## src/rtl/fetch_unit_if.sv

```systemverilog
// Fetch-stage bus: instruction-memory address/data, redirect request and the
// valid/ready hand-off to decode.
interface fetch_unit_if;
  logic [15:0] pc;
  logic [15:0] instruction;
  logic        redirect_valid;
  logic [15:0] redirect_target;
  logic        ir_valid;
  logic        ir_ready;
  logic [15:0] ir_instr;
  logic [15:0] ir_pc;

  modport master (
    output pc, ir_valid, ir_instr, ir_pc,
    input  instruction, redirect_valid, redirect_target, ir_ready
  );

  modport slave (
    input  pc, ir_valid, ir_instr, ir_pc,
    output instruction, redirect_valid, redirect_target, ir_ready
  );
endinterface

```

## src/rtl/fetch_unit.sv

```systemverilog
// Instruction-fetch stage: owns pc, captures imem words into a tagged IR for decode.
// Optional feature macro ALIGN_FAULT_EN: misaligned redirect traps into FAULT.
//
// state  | meaning
// IDLE   | out of reset, waiting for start
// RUN    | fetching one word per cycle when IR is empty or draining
// HALTED | zero word seen, pc frozen, waiting for start
// FAULT  | misaligned redirect seen, exits only by reset (ALIGN_FAULT_EN)
module fetch_unit #(
  parameter logic [15:0] RESET_VECTOR = 16'h0000,
  parameter bit          HALT_ON_ZERO = 1'b1
) (
  input  logic         clk,
  input  logic         rst_n,
  input  logic         start,
  fetch_unit_if.master bus,
  output logic         halted,
  output logic         fault,
  output logic [15:0]  fetch_count
);

  typedef enum logic [1:0] {
    IDLE   = 2'd0,
    RUN    = 2'd1,
    HALTED = 2'd2
`ifdef ALIGN_FAULT_EN
    ,FAULT = 2'd3
`endif
  } state_t;

  localparam logic [15:0] START_PC = RESET_VECTOR & 16'hFFFE;

  state_t      state_q, state_d;
  logic [15:0] pc_q, pc_d;
  logic        ir_valid_q, ir_valid_d;
  logic [15:0] ir_instr_q, ir_instr_d;
  logic [15:0] ir_pc_q, ir_pc_d;
  logic [15:0] cnt_q, cnt_d;

  logic advance;
  logic transfer;

  assign advance  = !ir_valid_q || bus.ir_ready;
  assign transfer = ir_valid_q && bus.ir_ready;

`ifndef ALIGN_FAULT_EN
  logic unused_tgt_lsb;
  assign unused_tgt_lsb = bus.redirect_target[0];
`endif

  always_ff @(posedge clk or negedge rst_n) begin
    if (!rst_n) begin
      state_q    <= IDLE;
      pc_q       <= START_PC;
      ir_valid_q <= 1'b0;
      ir_instr_q <= 16'h0000;
      ir_pc_q    <= 16'h0000;
      cnt_q      <= 16'h0000;
    end else begin
      state_q    <= state_d;
      pc_q       <= pc_d;
      ir_valid_q <= ir_valid_d;
      ir_instr_q <= ir_instr_d;
      ir_pc_q    <= ir_pc_d;
      cnt_q      <= cnt_d;
    end
  end

  always_comb begin
    state_d    = state_q;
    pc_d       = pc_q;
    ir_valid_d = ir_valid_q;
    ir_instr_d = ir_instr_q;
    ir_pc_d    = ir_pc_q;
    cnt_d      = cnt_q;

    // Delivered-word count saturates rather than wrapping.
    if (transfer && (cnt_q != 16'hFFFF))
      cnt_d = cnt_q + 16'd1;

    case (state_q)
      IDLE: begin
        if (start) begin
          state_d = RUN;
          pc_d    = START_PC;
        end
      end

      RUN: begin
        if (bus.redirect_valid) begin
          ir_valid_d = 1'b0;
`ifdef ALIGN_FAULT_EN
          if (bus.redirect_target[0])
            state_d = FAULT;
          else
            pc_d = bus.redirect_target;
`else
          pc_d = {bus.redirect_target[15:1], 1'b0};
`endif
        end else if (advance && HALT_ON_ZERO && (bus.instruction == 16'h0000)) begin
          // pc stays on the zero word so a debugger can see where fetch stopped.
          state_d = HALTED;
          if (bus.ir_ready)
            ir_valid_d = 1'b0;
        end else if (advance) begin
          ir_instr_d = bus.instruction;
          ir_pc_d    = pc_q;
          ir_valid_d = 1'b1;
          pc_d       = pc_q + 16'd2;
        end
      end

      HALTED: begin
        if (start) begin
          state_d    = RUN;
          pc_d       = START_PC;
          ir_valid_d = 1'b0;
        end else if (bus.ir_ready) begin
          ir_valid_d = 1'b0;
        end
      end

`ifdef ALIGN_FAULT_EN
      FAULT: begin
        ir_valid_d = 1'b0;
      end
`endif

      default: begin
        state_d    = IDLE;
        ir_valid_d = 1'b0;
      end
    endcase
  end

  assign bus.pc       = pc_q;
  assign bus.ir_valid = ir_valid_q;
  assign bus.ir_instr = ir_instr_q;
  assign bus.ir_pc    = ir_pc_q;
  assign halted       = (state_q == HALTED);
  assign fetch_count  = cnt_q;
`ifdef ALIGN_FAULT_EN
  assign fault        = (state_q == FAULT);
`else
  assign fault        = 1'b0;
`endif

endmodule

```

## src/flat_wrapper.sv

```systemverilog
// flat-port wrapper written by rule: the top's interface ports become plain ports
module fetch_unit_flat 
#(
  parameter logic [15:0] RESET_VECTOR = 16'h0000,
  parameter bit          HALT_ON_ZERO = 1'b1
)
  (clk, rst_n, start, halted, fault, fetch_count, bus_pc, bus_ir_valid, bus_ir_instr, bus_ir_pc, bus_instruction, bus_redirect_valid, bus_redirect_target, bus_ir_ready);
  fetch_unit_if bus_i ();
  input  logic clk;
  input  logic rst_n;
  input  logic start;
  output logic halted;
  output logic fault;
  output logic [15:0] fetch_count;
  output wire logic [$bits(bus_i.pc)-1:0] bus_pc;
  output wire logic [$bits(bus_i.ir_valid)-1:0] bus_ir_valid;
  output wire logic [$bits(bus_i.ir_instr)-1:0] bus_ir_instr;
  output wire logic [$bits(bus_i.ir_pc)-1:0] bus_ir_pc;
  input wire logic [$bits(bus_i.instruction)-1:0] bus_instruction;
  input wire logic [$bits(bus_i.redirect_valid)-1:0] bus_redirect_valid;
  input wire logic [$bits(bus_i.redirect_target)-1:0] bus_redirect_target;
  input wire logic [$bits(bus_i.ir_ready)-1:0] bus_ir_ready;
  assign bus_pc = bus_i.pc;
  assign bus_ir_valid = bus_i.ir_valid;
  assign bus_ir_instr = bus_i.ir_instr;
  assign bus_ir_pc = bus_i.ir_pc;
  assign bus_i.instruction = bus_instruction;
  assign bus_i.redirect_valid = bus_redirect_valid;
  assign bus_i.redirect_target = bus_redirect_target;
  assign bus_i.ir_ready = bus_ir_ready;
  fetch_unit #(.RESET_VECTOR(RESET_VECTOR), .HALT_ON_ZERO(HALT_ON_ZERO)) u_core (.clk(clk), .rst_n(rst_n), .start(start), .bus(bus_i), .halted(halted), .fault(fault), .fetch_count(fetch_count));
endmodule
```

## config.mk

```make
export PLATFORM = sky130hd
export DESIGN_NAME = fetch_unit_flat
export DESIGN_NICKNAME = d
export VERILOG_FILES = /design/src/rtl/fetch_unit_if.sv /design/src/rtl/fetch_unit.sv /design/src/flat_wrapper.sv
export SDC_FILE = /design/constraint.sdc
export NUM_CORES = 1
export LEC_CHECK = 0
export CAP_MARGIN = 30
export CORE_UTILIZATION = 45
export CTS_CLUSTER_SIZE = 25
export DETAILED_ROUTE_END_ITERATION = 10
export HOLD_SLACK_MARGIN = 0.08
export PLACE_DENSITY = 0.81
export SKIP_CTS_REPAIR_TIMING = 1
export SLEW_MARGIN = 15
export SYNTH_ARGS = -nofsm -noshare
export SYNTH_HDL_FRONTEND = slang
export SYNTH_SLANG_ARGS = --single-unit
```

## constraint.sdc

```tcl
create_clock -name clk -period 2.4 [get_ports clk]
set_clock_uncertainty 0.15 [all_clocks]
set_input_delay 0.48 -clock clk [delete_from_list [all_inputs] [get_ports clk]]
set_output_delay 0.48 -clock clk [all_outputs]
set_load 0.02 [all_outputs]
```

Word-level counts from Yosys, hierarchy flattened
Index checks and enable logic that the tools add are counted.
Operators by class
  add/subtract/negate cells: 2
  multiply operators: 0
  divide/modulo/power cells: 0
  magnitude comparators: 0
  equal/unequal tests: 9
  shift-type cells: 0
  mux-type cells: 15
  bitwise logic cells: 3
  reduce and logical (&&, ||, !) cells: 13
Operators with widths (count)
  16-bit two-way mux: 4
  16-bit case mux with 2 select lines: 1
  16-bit by 1-bit adder with 16-bit output (second input constant): 1
  16-bit by 2-bit adder with 16-bit output (second input constant): 1
  16-bit logical NOT: 1
  16-bit inequality test (second input constant): 1
  4-bit AND reduction: 2
  2-bit two-way mux: 3
  1-bit two-way mux: 5
  2-bit by 1-bit inequality test with 1-bit output (second input constant): 2
  4-bit by 2-bit inequality test with 1-bit output (second input constant): 1
  2-bit case mux with 2 select lines: 1
  1-bit logical AND: 3
  3-bit by 2-bit inequality test with 1-bit output (second input constant): 1
  3-bit inequality test (second input constant): 1
  1-bit inverter: 3
  1-bit case mux with 3 select lines: 1
  3-bit AND reduction: 1
  2-bit by 1-bit equality test with 1-bit output (second input constant): 1
  2-bit equality test (second input constant): 1
  2-bit logical NOT: 1
  2-bit inequality test (second input constant): 1
  2-bit AND reduction: 1
  2-bit nonzero test: 1
  3 further kinds: 3
Word-level totals
  register bits: 67
  latch bits: 0
  bits in writable memories: 0
  ROM bits: 0
  input bits: 37
  output and inout bits: 67
  word-level logic and storage cells: 48
  memories kept: 0

Depth between registers and ports, before layout
Gate-level depths: netlist of run 1.
  depth in word-level cells: 6
  mapped depth: 9
  gate-level depth less buffers: 7

Worst setup path after synthesis of run 1
OpenSTA, ideal clock, no wires.
  kind: input port to flip-flop
  start: input bus_instruction[10]
  end: register u_core.ir_pc_q[10] (netlist: u_core.bus.ir_pc[10])
  setup time: 0.125 ns
  data arrival time: 1.731 ns
  required time: 2.125 ns
  slack: 0.395 ns
  stages: 5
  path buffers: 1
  cell sequence: nor4_1 nand4_1 nand2_1 buf_2 mux2_2
On the way
  longest elaborated chain between the ends: 4
RTL lines
  start, declared: line flat_wrapper.sv:19  | input wire logic [$bits(bus_i.instruction)-1:0] bus_instruction;
  16-bit logical NOT: line fetch_unit.sv:100  | end else if (advance && HALT_ON_ZERO && (bus.instruction == 16'h0000)) begin
  1-bit logical AND: line fetch_unit.sv:100
  1-bit inverter (no line)
  4-bit AND reduction (no line)
  end signal, assigned: line fetch_unit.sv:64  | ir_pc_q <= ir_pc_d;
  end, declared: line fetch_unit.sv:37  | logic [15:0] ir_pc_q, ir_pc_d;
No other way between the ends.
A chain may end at the register's enable or synchronous reset.

Worst setup path in the final report of run 1
  start: input bus_instruction[10]
  end: register u_core.ir_instr_q[11] (netlist: u_core.bus.ir_instr[11])
On the way
  longest elaborated chain between the ends: 4
RTL lines
  16-bit logical NOT: line fetch_unit.sv:100
  1-bit logical AND: line fetch_unit.sv:100
  1-bit inverter (no line)
  4-bit AND reduction (no line)
  end signal, assigned: line fetch_unit.sv:63  | ir_instr_q <= ir_instr_d;
  end, declared: line fetch_unit.sv:36  | logic [15:0] ir_instr_q, ir_instr_d;
No other way between the ends.

==> impl_metrics.ini, run 1 <==
[synth]
ys_seq_area_share_pct = 50.7
synth-simple-area-share_pct = 16.6
synth_edf_count = 0
synth_top_family_by_area = simple AND/OR/NAND/NOR gates
synthMuxAreaShare_pct = 11.2
synth_top_area_share_pct = 50.7
synth_compound_area_share_pct = 9.25
synth-seq-cells = 65
synth_ff_type = dfrtp_1
synth.most_common_cell = dfrtp_1
netlist_area_um2 = 3210
ys_top_cells_by_count = dfrtp_1, mux2_2, nand2_1
syn_avg_cell_area_um2 = 11.0
synth.distinct_cells = 43
synth_xor_area_share_pct = 6.01
postSynthCellCount = 292
synth.top_cells.by_area = dfrtp_1, mux2_2, nand2_1, xor2_1, a22o_2
yosys.area.top_type = dfrtp_1
synth_fa_ha_area_share_pct = 2.73
yosys_warnings = 0
synthArstFlopShare_pct = 100

[power_and_ir_drop]
powerDensity_nw_per_um2 = 1080
leakage_nw = 1.99
ir_drop_mv = 0.574

[clock_tree]
clk_latency_ps = 340
clk_pin_slew_ps = 70
cts_tree = done
cts_buffers = 9
cts_root_buf = clkbuf_8
clock-sinks = 65
clk_path_buf_depth = 2
cts_htree_levels = 3

[layout]
multiInputGateArea_um2 = 1490
final_layout_size_suffix_gt1_share_pct = 19.3
fin_area_um2 = 4590
diodes = 0
finalNetCount = 453
seq_area_um2 = 1630
fillCellCount = 572
finish.utilization_pct = 67.1
syn_to_final_growth_pct = 43.0
stdcell_count = 510

[placement]
place_hpwl_um = 5620
numPortBuffers = 99
finalWeightedCongestion = 0.809
placed_area_um2 = 4390
dp.cells = 493

[hold_path]
hold_class = reg2reg
hold_depth = 1

[worst_setup_path]
critPathRequiredTime_ps = 2470
endpoint_kind = flip-flop
cp_max_fo = 25
arrival_ps = 2400
r2r_cells = 6
startpoint_type = input port
path_class = in2reg

[routing]
wl_um = 7630
dr.pass1.iters = 4
drc = 0
via_count = 2692
drt_iter0_drc = 164
vias_per_cell = 5.28
ant_nets = 0
wl_per_cell_um = 15.0

[grt]
grt_pass1_wl_um = 12700
use_met2_pct = 35.8
grt_use_total_pct = 22.2
grt_overflow = 0
grt_start_max_net_pins = 42
grt_util_met3_pct = 5.43
grt_antenna_before_repair = 0
grt_busiest_layer = met2
grt_pass1_vias = 2622
grtUsageMet1_pct = 29.4

[run]
maxCapViolations = 0

[timing]
finalSetupViolCount = 0
drv_slew = 0
worst_pin_slew_ps = 588
period_minus_slack_ps = 2330
clock.fmax_mhz = 429
slew_headroom_pct = 60.8
hold_violations = 0
finalCritPeriodShare_pct = 97.2
fin_hold_ws_ps = 345
finalSetupTns_ps = 0

[floorplanning]
start_util_pct = 46.9
die_h_um = 86.4
design.core.area_um2 = 6830
row_count = 30
pin_count = 104
dieWidth_um = 86.4
die_area_um2 = 7470

[run_status]
status = finished, final reports clean
-- sequential cells by signal, summed over array words and instances (netlist names) --
name / cells
u_core.bus.ir_instr: 16
u_core.bus.ir_pc: 15
u_core.bus.ir_valid: 1
u_core.bus.pc: 15
u_core.fetch_count: 16
u_core.state_q: 2
-- per-stage QoR --
stage                     setup WS, ps  power, mW
after detailed placement          -298       4.18
final                             66.9       4.97
after floorplan                    395       3.07
after CTS                        -43.9       5.01
after global placement            -180       4.09
after global routing             -8.49       5.28
-- where the power goes --
part	switching [mW]	internal [mW]
registers	0.335	1.47
clock network	0.417	0.399
logic	1.13	1.21
total	1.89	3.08
-- layout by cell type, fill, tap and decap left out, types with 2 or more instances in the layout --
cell type | synthesis | routed
nand2b_1 | 2 | 2
buf_12 | 0 | 2
conb_1 | 1 | 3
buf_4 | 5 | 15
mux2_2 | 31 | 31
dfrtp_1 | 65 | 65
clkbuf_8 | 0 | 10
nor2_1 | 16 | 16
and2b_2 | 2 | 2
inv_1 | 8 | 8
xor2_1 | 12 | 12
nor3_1 | 8 | 8
xnor2_1 | 10 | 10
and3_1 | 2 | 2
nor3b_1 | 2 | 2
a22o_2 | 9 | 9
nand2_1 | 28 | 28
nor4_1 | 10 | 9
clkinv_2 | 0 | 3
nand4_1 | 7 | 7
o21ai_0 | 18 | 18
a31oi_1 | 3 | 3
clkdlybuf4s50_1 | 0 | 97
ha_1 | 7 | 7
or3_1 | 2 | 2
a21oi_1 | 3 | 3
nand3_1 | 16 | 16
-- critical path, cell delays in order --
cell,delay (ps)
clkdlybuf4s50_1,440
nor4_2,360
buf_4,180
nand4_1,180
nand2_1,210
buf_12,190
mux2_2,360
-- final cells by class --
type,count,share of cell area [%]
clock buffers,11,3.08
clock inverters,5,0.682
inverters,8,0.655
multi-input cells,208,32.4
flip-flops and latches,65,35.5
well taps,96,2.62
repair buffers,117,25.1
-- metal layers --
layer / vias to the layer above / part of all wire [%]
li1: 1280 / -
met2: 78 / 49
met1: 1327 / 45
met4: 0 / 0.88
met5: - / 0
met3: 7 / 5.4
-- cell families after synthesis --
| logic type | Yosys count |
|---|---|
| fa+ha+maj | 7 |
| simple gates | 102 |
| xor+xnor | 22 |
| flops | 65 |
| compound gates | 42 |
| buf+inv | 21 |
| mux | 32 |
| other cells | 1 |
-- final timing paths --
path | startpoint | end | slack, ps
max reg2reg | u_core.bus.pc[1] | u_core.bus.pc[15] | 400
min in group asynchronous | rst_n | u_core.bus.ir_instr[13] | 530
max in group asynchronous | rst_n | u_core.bus.ir_valid | 940
max | bus_instruction[10] | u_core.bus.ir_instr[11] | 70
min reg2reg | u_core.fetch_count[6] | u_core.fetch_count[6] | 350
min | u_core.fetch_count[6] | u_core.fetch_count[6] | 350
Power figures use the tool's default switching activity.
==> inputs of run 2 (changes only) <==
- SETUP_SLACK_MARGIN: not set -> 0.4
==> run 2 against run 1 <==
Against the previous run:
- first-iteration DRC count is 27% higher
- cell area increased by 8.9%
- count of clock-buffer cells in the layout increased by 1
- fmax rose by 12%
- critical path depth fell by 4
- cell count up 2.7%
- sequential share of layout area decreased by 2.8 points
- core utilization up 6.0 points
- total power is 7.4% higher
- global-route usage decreased by 0.54 points
- worst hold slack worse by 92 ps
- flip-flop and latch count did not move
- critical path type is now reg2out
==> impl_metrics.ini, run 2 (same netlist as run 1, synthesis figures left out) <==
[grt]
grt_antenna_before_repair = 0
grt_start_max_net_pins = 46
grt_pass1_wl_um = 12500
grt_pass1_vias = 2709
grt_use_total_pct = 21.7
grt_overflow = 0

[routing]
via_count = 2829
drc = 0
ant_nets = 0
wl_um = 8720
vias_per_cell = 5.40
drt_iter0_drc = 208
dr.pass1.iters = 5
wl_per_cell_um = 16.6

[worst_setup_path]
arrival_ps = 1460
endpoint_kind = output port
path_class = reg2out
worstReg2RegEnd = u_core.bus.pc[15]
startpoint_type = flip-flop
cp_max_fo = 6
regToRegSetupSlack_ps = 340
critPathRequiredTime_ps = 1770
worstReg2RegStart = u_core.bus.pc[5]
r2r_cells = 5

[hold_path]
hold_path_end = u_core.bus.ir_instr[15]
hold_class = in2reg
hold_depth = 2
min_from = bus_instruction[15]

[layout]
diodes = 0
final_common_cell = dfrtp_1
final_cell_mix = dfrtp_1, clkdlybuf4s50_1, dlymetal6s2s_1
finalNetCount = 468
syn_to_final_growth_pct = 55.7
stdcell_count = 524
fillCellCount = 467
fin_area_um2 = 4990
final_layout_size_suffix_gt1_share_pct = 27.3

[clock_tree]
cts_buffers = 9
cts_htree_levels = 3
cts_root_buf = clkbuf_8
clk_latency_ps = 340
clock-sinks = 65
clk_pin_slew_ps = 70
cts_tree = done
clk_path_buf_depth = 2

[timing]
worst_pin_slew_ps = 518
finalCritPeriodShare_pct = 87.1
finalSetupViolCount = 0
drv_slew = 0
clock.fmax_mhz = 478
grt_setup_unrepaired = yes
period_minus_slack_ps = 2090
hold_violations = 0
slew_headroom_pct = 65.5
fin_hold_ws_ps = 254

[floorplanning]
die_area_um2 = 7470
start_util_pct = 46.9
pin_count = 104
design.core.area_um2 = 6830
dieWidth_um = 86.4
die_h_um = 86.4
row_count = 30

[run]
maxCapViolations = 0

[power_and_ir_drop]
ir_drop_mv = 0.650
powerDensity_nw_per_um2 = 1070
leakage_nw = 2.73

[placement]
place_hpwl_um = 5540
dp.cells = 492
numPortBuffers = 99
placed_area_um2 = 4400
finalWeightedCongestion = 0.844

[run_status]
status = finished, final reports clean
-- run 2: cell count changes in the layout (fill, tap and decap cells not counted), sizes merged --
cell | previous run | this run
dlymetal6s2s | 1 | 46
clkbuf | 11 | 18
buf | 18 | 31
bufinv | 0 | 1
clkinv | 4 | 2
clkinvlp | 1 | 0
clkdlybuf4s50 | 97 | 48
-- run 2: worst max-delay path by stage --
stage | start | to | slack, ps | cells past startpoint
finish | u_core.state_q[0] | halted | 310 | 3
global placement | bus_instruction[9] | u_core.state_q[1] | -180 | 7
CTS | u_core.state_q[0] | halted | -70 | 3
global route | u_core.bus.pc[5] | u_core.bus.pc[15] | 240 | 5
floorplan | bus_instruction[10] | u_core.bus.ir_pc[10] | 430 | 5
detailed placement | bus_instruction[10] | u_core.state_q[1] | -210 | 7
-- run 2: where the power goes --
part,internal (mW),leakage (nW),switching (mW),total [mW]
Sequential,1.48,0.831,0.342,1.82
Combinational,1.34,1.79,1.25,2.59
Clock,0.528,0.102,0.402,0.929
-- run 2: per-stage QoR --
stage / TNS (ps) / util [%] / power (mW) / worst slack, ps
2_1_floorplan: 0 / - / 3.07 / 429
3_3_place_gp: -6710 / 64.4 / 4.10 / -183
3_5_place_dp: -6960 / 64.4 / 4.19 / -207
4_1_cts: -71.8 / 67.3 / 5.12 / -71.8
5_1_grt: 0 / 73.1 / 5.62 / 236
6_report: 0 / 73.1 / 5.34 / 310
-- run 2: layout make-up --
| type | instances | area (um2) | share of cell area [%] |
|---|---|---|---|
| Clock buffer | 12 | 155 | 3.11 |
| Clock inverter | 3 | 40.0 | 0.802 |
| Inverter | 8 | 30.0 | 0.602 |
| Multi-Input combinational cell | 208 | 1590 | 31.8 |
| Sequential cell | 65 | 1630 | 32.7 |
| Tap cell | 96 | 120 | 2.41 |
| Timing Repair Buffer | 132 | 1430 | 28.6 |
-- run 2: critical path, cell delays in order (launching register included) --
cell,delay [ps]
dfrtp_1,450
inv_1,120
ha_1,320
clkbuf_2,230
-- run 2: metal layers --
layer	GRT usage, %	routed length [um]	part of all wire [%]
met5	0	0	0
met4	8.79	195	2.2
met3	4.38	426	4.9
met2	36.1	4400	50
met1	27.7	3700	42
